### config.mk
export PLATFORM = sky130hd
export DESIGN_NAME = decoder_scan
export DESIGN_NICKNAME = d
export VERILOG_FILES = /design/src/rtl/decoder_pkg.sv /design/src/rtl/scan_tick.sv /design/src/rtl/decoder_scan.sv
export SDC_FILE = /design/constraint.sdc
export NUM_CORES = 1
export LEC_CHECK = 0
export CAP_MARGIN = 10
export CORE_AREA = 2 2 40 42
export DETAILED_ROUTE_END_ITERATION = 8
export DIE_AREA = 0 0 42 44
export HOLD_SLACK_MARGIN = 0.06
export PLACE_DENSITY = 0.73
export SLEW_MARGIN = 5
export SYNTH_ARGS = -nofsm -noshare
export SYNTH_HDL_FRONTEND = slang
export SYNTH_SLANG_ARGS = --single-unit
### constraint.sdc
create_clock -name clk -period 2.8 [get_ports clk]
set_input_delay 0.56 -clock clk [delete_from_list [all_inputs] [get_ports clk]]
set_output_delay 0.56 -clock clk [all_outputs]
set_load 0.01 [all_outputs]
### src/rtl/decoder_pkg.sv
// Shared state encoding and output-width helper for the decoder_scan block.
// No timing of its own; no flow control.
package decoder_pkg;

    typedef enum logic [1:0] {
        IDLE   = 2'd0,
        DIRECT = 2'd1,
        SCAN   = 2'd2
    } state_e;

    function automatic int onehot_w(input int addr_w);
        return 1 << addr_w;
    endfunction

endpackage

### src/rtl/scan_tick.sv
// Scan pacing: divider counting 0..TICK_DIV-1 and the index advance it triggers.
// idx_next/step are combinational from the divider register; no backpressure.
module scan_tick
    import decoder_pkg::*;
#(
    parameter int TICK_DIV = 4,
    parameter int ADDR_W   = 3
) (
    input  logic              clk,
    input  logic              rst_n,
    input  logic              run,
    input  logic [ADDR_W-1:0] idx,
    output logic [ADDR_W-1:0] idx_next,
    output logic              step
);

    localparam int               DIV_W    = (TICK_DIV > 1) ? $clog2(TICK_DIV) : 1;
    localparam logic [DIV_W-1:0] DIV_LAST = DIV_W'(TICK_DIV - 1);

    logic [DIV_W-1:0] div_q;
    logic [DIV_W-1:0] div_d;
    logic             tc;

    // run is low on the scan entry cycle, so the divider starts from 0 there
    assign tc       = run && (div_q == DIV_LAST);
    assign step     = tc;
    assign idx_next = tc ? idx + ADDR_W'(1) : idx;

    always_comb begin
        div_d = '0;
        if (run && !tc) begin
            div_d = div_q + DIV_W'(1);
        end
    end

    always_ff @(posedge clk) begin
        if (!rst_n) begin
            div_q <= '0;
        end else begin
            div_q <= div_d;
        end
    end

endmodule

### src/rtl/decoder_scan.sv
// Registered one-hot/one-cold decoder with direct load; auto-scan only when DECODER_SCAN_EN is defined.
// z/idx/step update 1 cycle after the controlling inputs; no backpressure, inputs sampled every cycle.
module decoder_scan
    import decoder_pkg::*;
#(
    parameter int ADDR_W   = 3,
    parameter int TICK_DIV = 4,
    parameter int ACT_HIGH = 1
) (
    input  logic                   clk,
    input  logic                   rst_n,
    input  logic                   en,
    input  logic                   mode,
    input  logic                   load,
    input  logic [ADDR_W-1:0]      addr,
    output logic [(1<<ADDR_W)-1:0] z,
    output logic [ADDR_W-1:0]      idx,
    output logic                   step
);

    localparam int               OUT_W  = onehot_w(ADDR_W);
    localparam logic [OUT_W-1:0] Z_IDLE = (ACT_HIGH != 0) ? '0 : '1;

    function automatic logic [OUT_W-1:0] decode(input logic [ADDR_W-1:0] a);
        logic [OUT_W-1:0] h;
        h    = '0;
        h[a] = 1'b1;
        return (ACT_HIGH != 0) ? h : ~h;
    endfunction

    state_e            state_q;
    state_e            state_d;
    logic [ADDR_W-1:0] idx_q;
    logic [ADDR_W-1:0] idx_d;
    logic [OUT_W-1:0]  z_q;
    logic [OUT_W-1:0]  z_d;
    logic              scan_req;

`ifdef DECODER_SCAN_EN
    logic              step_q;
    logic              step_d;
    logic [ADDR_W-1:0] idx_next;
    logic              tick_step;
    logic              scan_run;

    assign scan_req = mode;
    assign scan_run = (state_q == SCAN) && (state_d == SCAN);
    assign step     = step_q;

    scan_tick #(
        .TICK_DIV (TICK_DIV),
        .ADDR_W   (ADDR_W)
    ) u_scan_tick (
        .clk      (clk),
        .rst_n    (rst_n),
        .run      (scan_run),
        .idx      (idx_q),
        .idx_next (idx_next),
        .step     (tick_step)
    );
`else
    logic        unused_mode;
    logic [15:0] unused_tick_div;

    assign scan_req        = 1'b0;
    assign unused_mode     = mode;
    assign unused_tick_div = 16'(TICK_DIV);
    assign step            = 1'b0;
`endif

    always_comb begin
        state_d = state_q;
        if (!en) begin
            state_d = IDLE;
        end else if (scan_req) begin
            state_d = SCAN;
        end else begin
            state_d = DIRECT;
        end
    end

    // Outputs are decoded from the destination state so z tracks idx with no extra stage
    always_comb begin
        idx_d = idx_q;
        z_d   = z_q;
`ifdef DECODER_SCAN_EN
        step_d = 1'b0;
`endif
        case (state_d)
            DIRECT: begin
                if (load) begin
                    idx_d = addr;
                    z_d   = decode(addr);
                end
            end
`ifdef DECODER_SCAN_EN
            SCAN: begin
                if (state_q != SCAN) begin
                    idx_d = '0;
                    z_d   = decode('0);
                end else begin
                    idx_d  = idx_next;
                    z_d    = decode(idx_next);
                    step_d = tick_step;
                end
            end
`endif
            default: begin
                idx_d = '0;
                z_d   = Z_IDLE;
            end
        endcase
    end

    always_ff @(posedge clk) begin
        if (!rst_n) begin
            state_q <= IDLE;
            idx_q   <= '0;
            z_q     <= Z_IDLE;
        end else begin
            state_q <= state_d;
            idx_q   <= idx_d;
            z_q     <= z_d;
        end
    end

`ifdef DECODER_SCAN_EN
    always_ff @(posedge clk) begin
        if (!rst_n) begin
            step_q <= 1'b0;
        end else begin
            step_q <= step_d;
        end
    end
`endif

    assign z   = z_q;
    assign idx = idx_q;

endmodule

==> metrics.txt <==
sum of negative setup slack=0 ns; Post-CTS Setup Bufs=0; biggest cell delay along the critical path=0.54 ns; syn nets=55; Pwr Density=465 nW/µm²; hold slack=about 0.47 ns; dpl ws=between 0.9 and 1 ns; clock sink total=11; adder-cell share of the synthesized area=0%; layout cells sized above 1=roughly 6.2%; RSZ-0062 raised after global routing=false; Post-Syn Instances=47; Final Core Density=between 40% and 50%; CTS tree=done; sequential-to-total area share from yosys stat=48.2%; Yosys top cell area share=around 48%; Tcrit/Tclk final=61.2%; largest family of logic cells by synthesized area=simple AND/OR/NAND/NOR gates; CP required=2.24 ns; first-pass GRT wire length=between 1500 and 2000 µm; worst vdd ir=between 200 and 300 µV; routability cong.=~0.66; Tmin final=~1.7 ns; Netlist cell types=14; final hold vios=0; Final ANT Viol Nets=0; Post-Syn Area=~460 µm²; Routed Wire Length=935 µm; vias in the first global route=between 300 and 400; GRT overflow=0; Total Nets Final=74; DIE WIDTH=approximately 42 µm; number of CTS-inserted buffers=3; ant diodes=0; Post-DP HPWL=613 µm; Worst path top cell family by delay=buffers and inverters; largest net degree at the start of global routing=20; clk root buf=clkbuf_4; vias per std cell=4.83; largest area contributor in the netlist=dfxtp_1; # port buffers=17; drt drc=0; Yosys warnings=0; CP arrival=between 1 and 1.5 ns; Setup Skew=0 ns; Max Root-Sink Buffers=2; mux contribution to synthesized area=under 10%; status=complete, no violations; via count=just under 400; f_max=approximately 580 MHz; clock transition at the registers of the reported paths=0.07 ns; crit-path cells=clkdlybuf4s50_1; max_cap viols=0; Synth Area in Compound Gates=slightly below 9%; Worst Setup End Kind=output pin; hold buffers post-CTS=0; H-tree depth=1; Worst Path Class, Setup=register to output pin; xor and xnor area share after synthesis=0%; initial antenna violation count=0; Mean Syn Cell Area=roughly 10 µm²; FP Rows=14; Die ar.=1850 µm²; commonest non-fill, non-tap cells in the layout=17 x clkdlybuf4s50_1, 11 x dfxtp_1, 8 x nand2b_1, 8 x a21oi_1; initial DRC count=4; Static Leak=about 0.22 nW; Setup WS post-layout=1.09 ns; CP Launch Type=register; Buf/Inv on CP=1; I/O pin count=20; commonest non-fill, non-tap cell in the layout=clkdlybuf4s50_1; Worst-Skew Late Latency=between 0.2 and 0.3 ns; CTS resizes=0; Seq cells post-synth=11; Core Box Area=about 1400 µm²; Die Ht=about 44 µm; Layout area overhead=44.4%; Slowest cell on crit path=clkdlybuf4s50_1; max-slew violations=0; GRT Total Usage=~11%; Hold WC Path Type=register to register; Layout fillers=about 130; drt pass-1 iters=2; routed len/inst=11.5 µm; final setup violation count=0; simple-gate share of the synthesized area=between 30% and 40%; Initial Util=between 30% and 40%; crit path max fanout=2; top post-synthesis cells by area=dfxtp_1 48%, nand2b_1 11%, a21oi_1 8.8%, nand4bb_1 7.4%, mux2i_1 6.6%
## registers in the layout, indices dropped and copies added (netlist names)
name and count:
idx 3, z 8
## per-layer routing
metal  GRT usage [%]  vias up  routed length [µm]
met5               0        -                   0
met4            5.81        0                   0
met3            5.00        0                  75
met2            15.0       15                 395
met1            14.2      177                 465
li1                -      199                   -
## cells in the mapped netlist (all sizes together)
cell type  instances
nand4              1
nand2              1
buf                3
dfxtp             11
a21oi              8
nand4bb            3
mux2i              3
conb               1
nand4b             3
clkbuf             1
nand2b             8
or4b               1
nor2               3
## through the flow
| stage | std cells | instance area, µm² | total power [mW] |
|---|---|---|---|
| 2_1_floorplan | 47 | 457 | 0.182 |
| 3_3_place_gp | 77 | 633 | 0.201 |
| 3_5_place_dp | 77 | 633 | 0.201 |
| 4_1_cts | 81 | 659 | 0.310 |
| 5_1_grt | 81 | 659 | 0.321 |
| 6_report | 81 | 659 | 0.307 |
## logic make-up (layout without fill, tap and decap cells)
kind of cell / after synthesis / in the layout
and+or+nand+nor: 20 / 20
DFF: 11 / 11
AOI/OAI and AO/OA: 8 / 8
buffers and inverters: 4 / 22
muxes: 3 / 3
other: 1 / 1
## report_power, final
| group | internal, mW | switching (mW) | leakage, nW | total [mW] |
|---|---|---|---|---|
| clock | 0.0551 | 0.0548 | 0.0150 | 0.110 |
| sequential | 0.159 | 0.00138 | 0.0891 | 0.160 |
| combinational | 0.0204 | 0.0162 | 0.119 | 0.0365 |
| total | 0.235 | 0.0723 | 0.223 | 0.307 |
## worst min-delay path, cell delays in order, from the launching register on
cell and delay [ns]:
dfxtp_1 0.31, nand2b_1 0.06, a21oi_1 0.05
## area by class of cell
type | instances | area (µm²) | share of cell area [%]
multi-input cells | 32 | 215 | 32.6
flip-flops and latches | 11 | 220 | 33.4
clock buffers | 4 | 26.3 | 3.98
repair buffers | 18 | 178 | 26.9
well taps | 16 | 20.0 | 3.04
## path summary, 6_finish.rpt
check / start / end / slack, ns / cells past startpoint
max reg2reg: idx[2]$_SDFFE_PN0P_ / idx[2]$_SDFFE_PN0P_ / 2.19 / 2
max: z[6]$_SDFFE_PN0P_ / z[6] / 1.09 / 1
min reg2reg: z[3]$_SDFFE_PN0P_ / z[3]$_SDFFE_PN0P_ / 0.47 / 2
min: z[3]$_SDFFE_PN0P_ / z[3]$_SDFFE_PN0P_ / 0.47 / 2
Power figures use the tool's default switching activity.
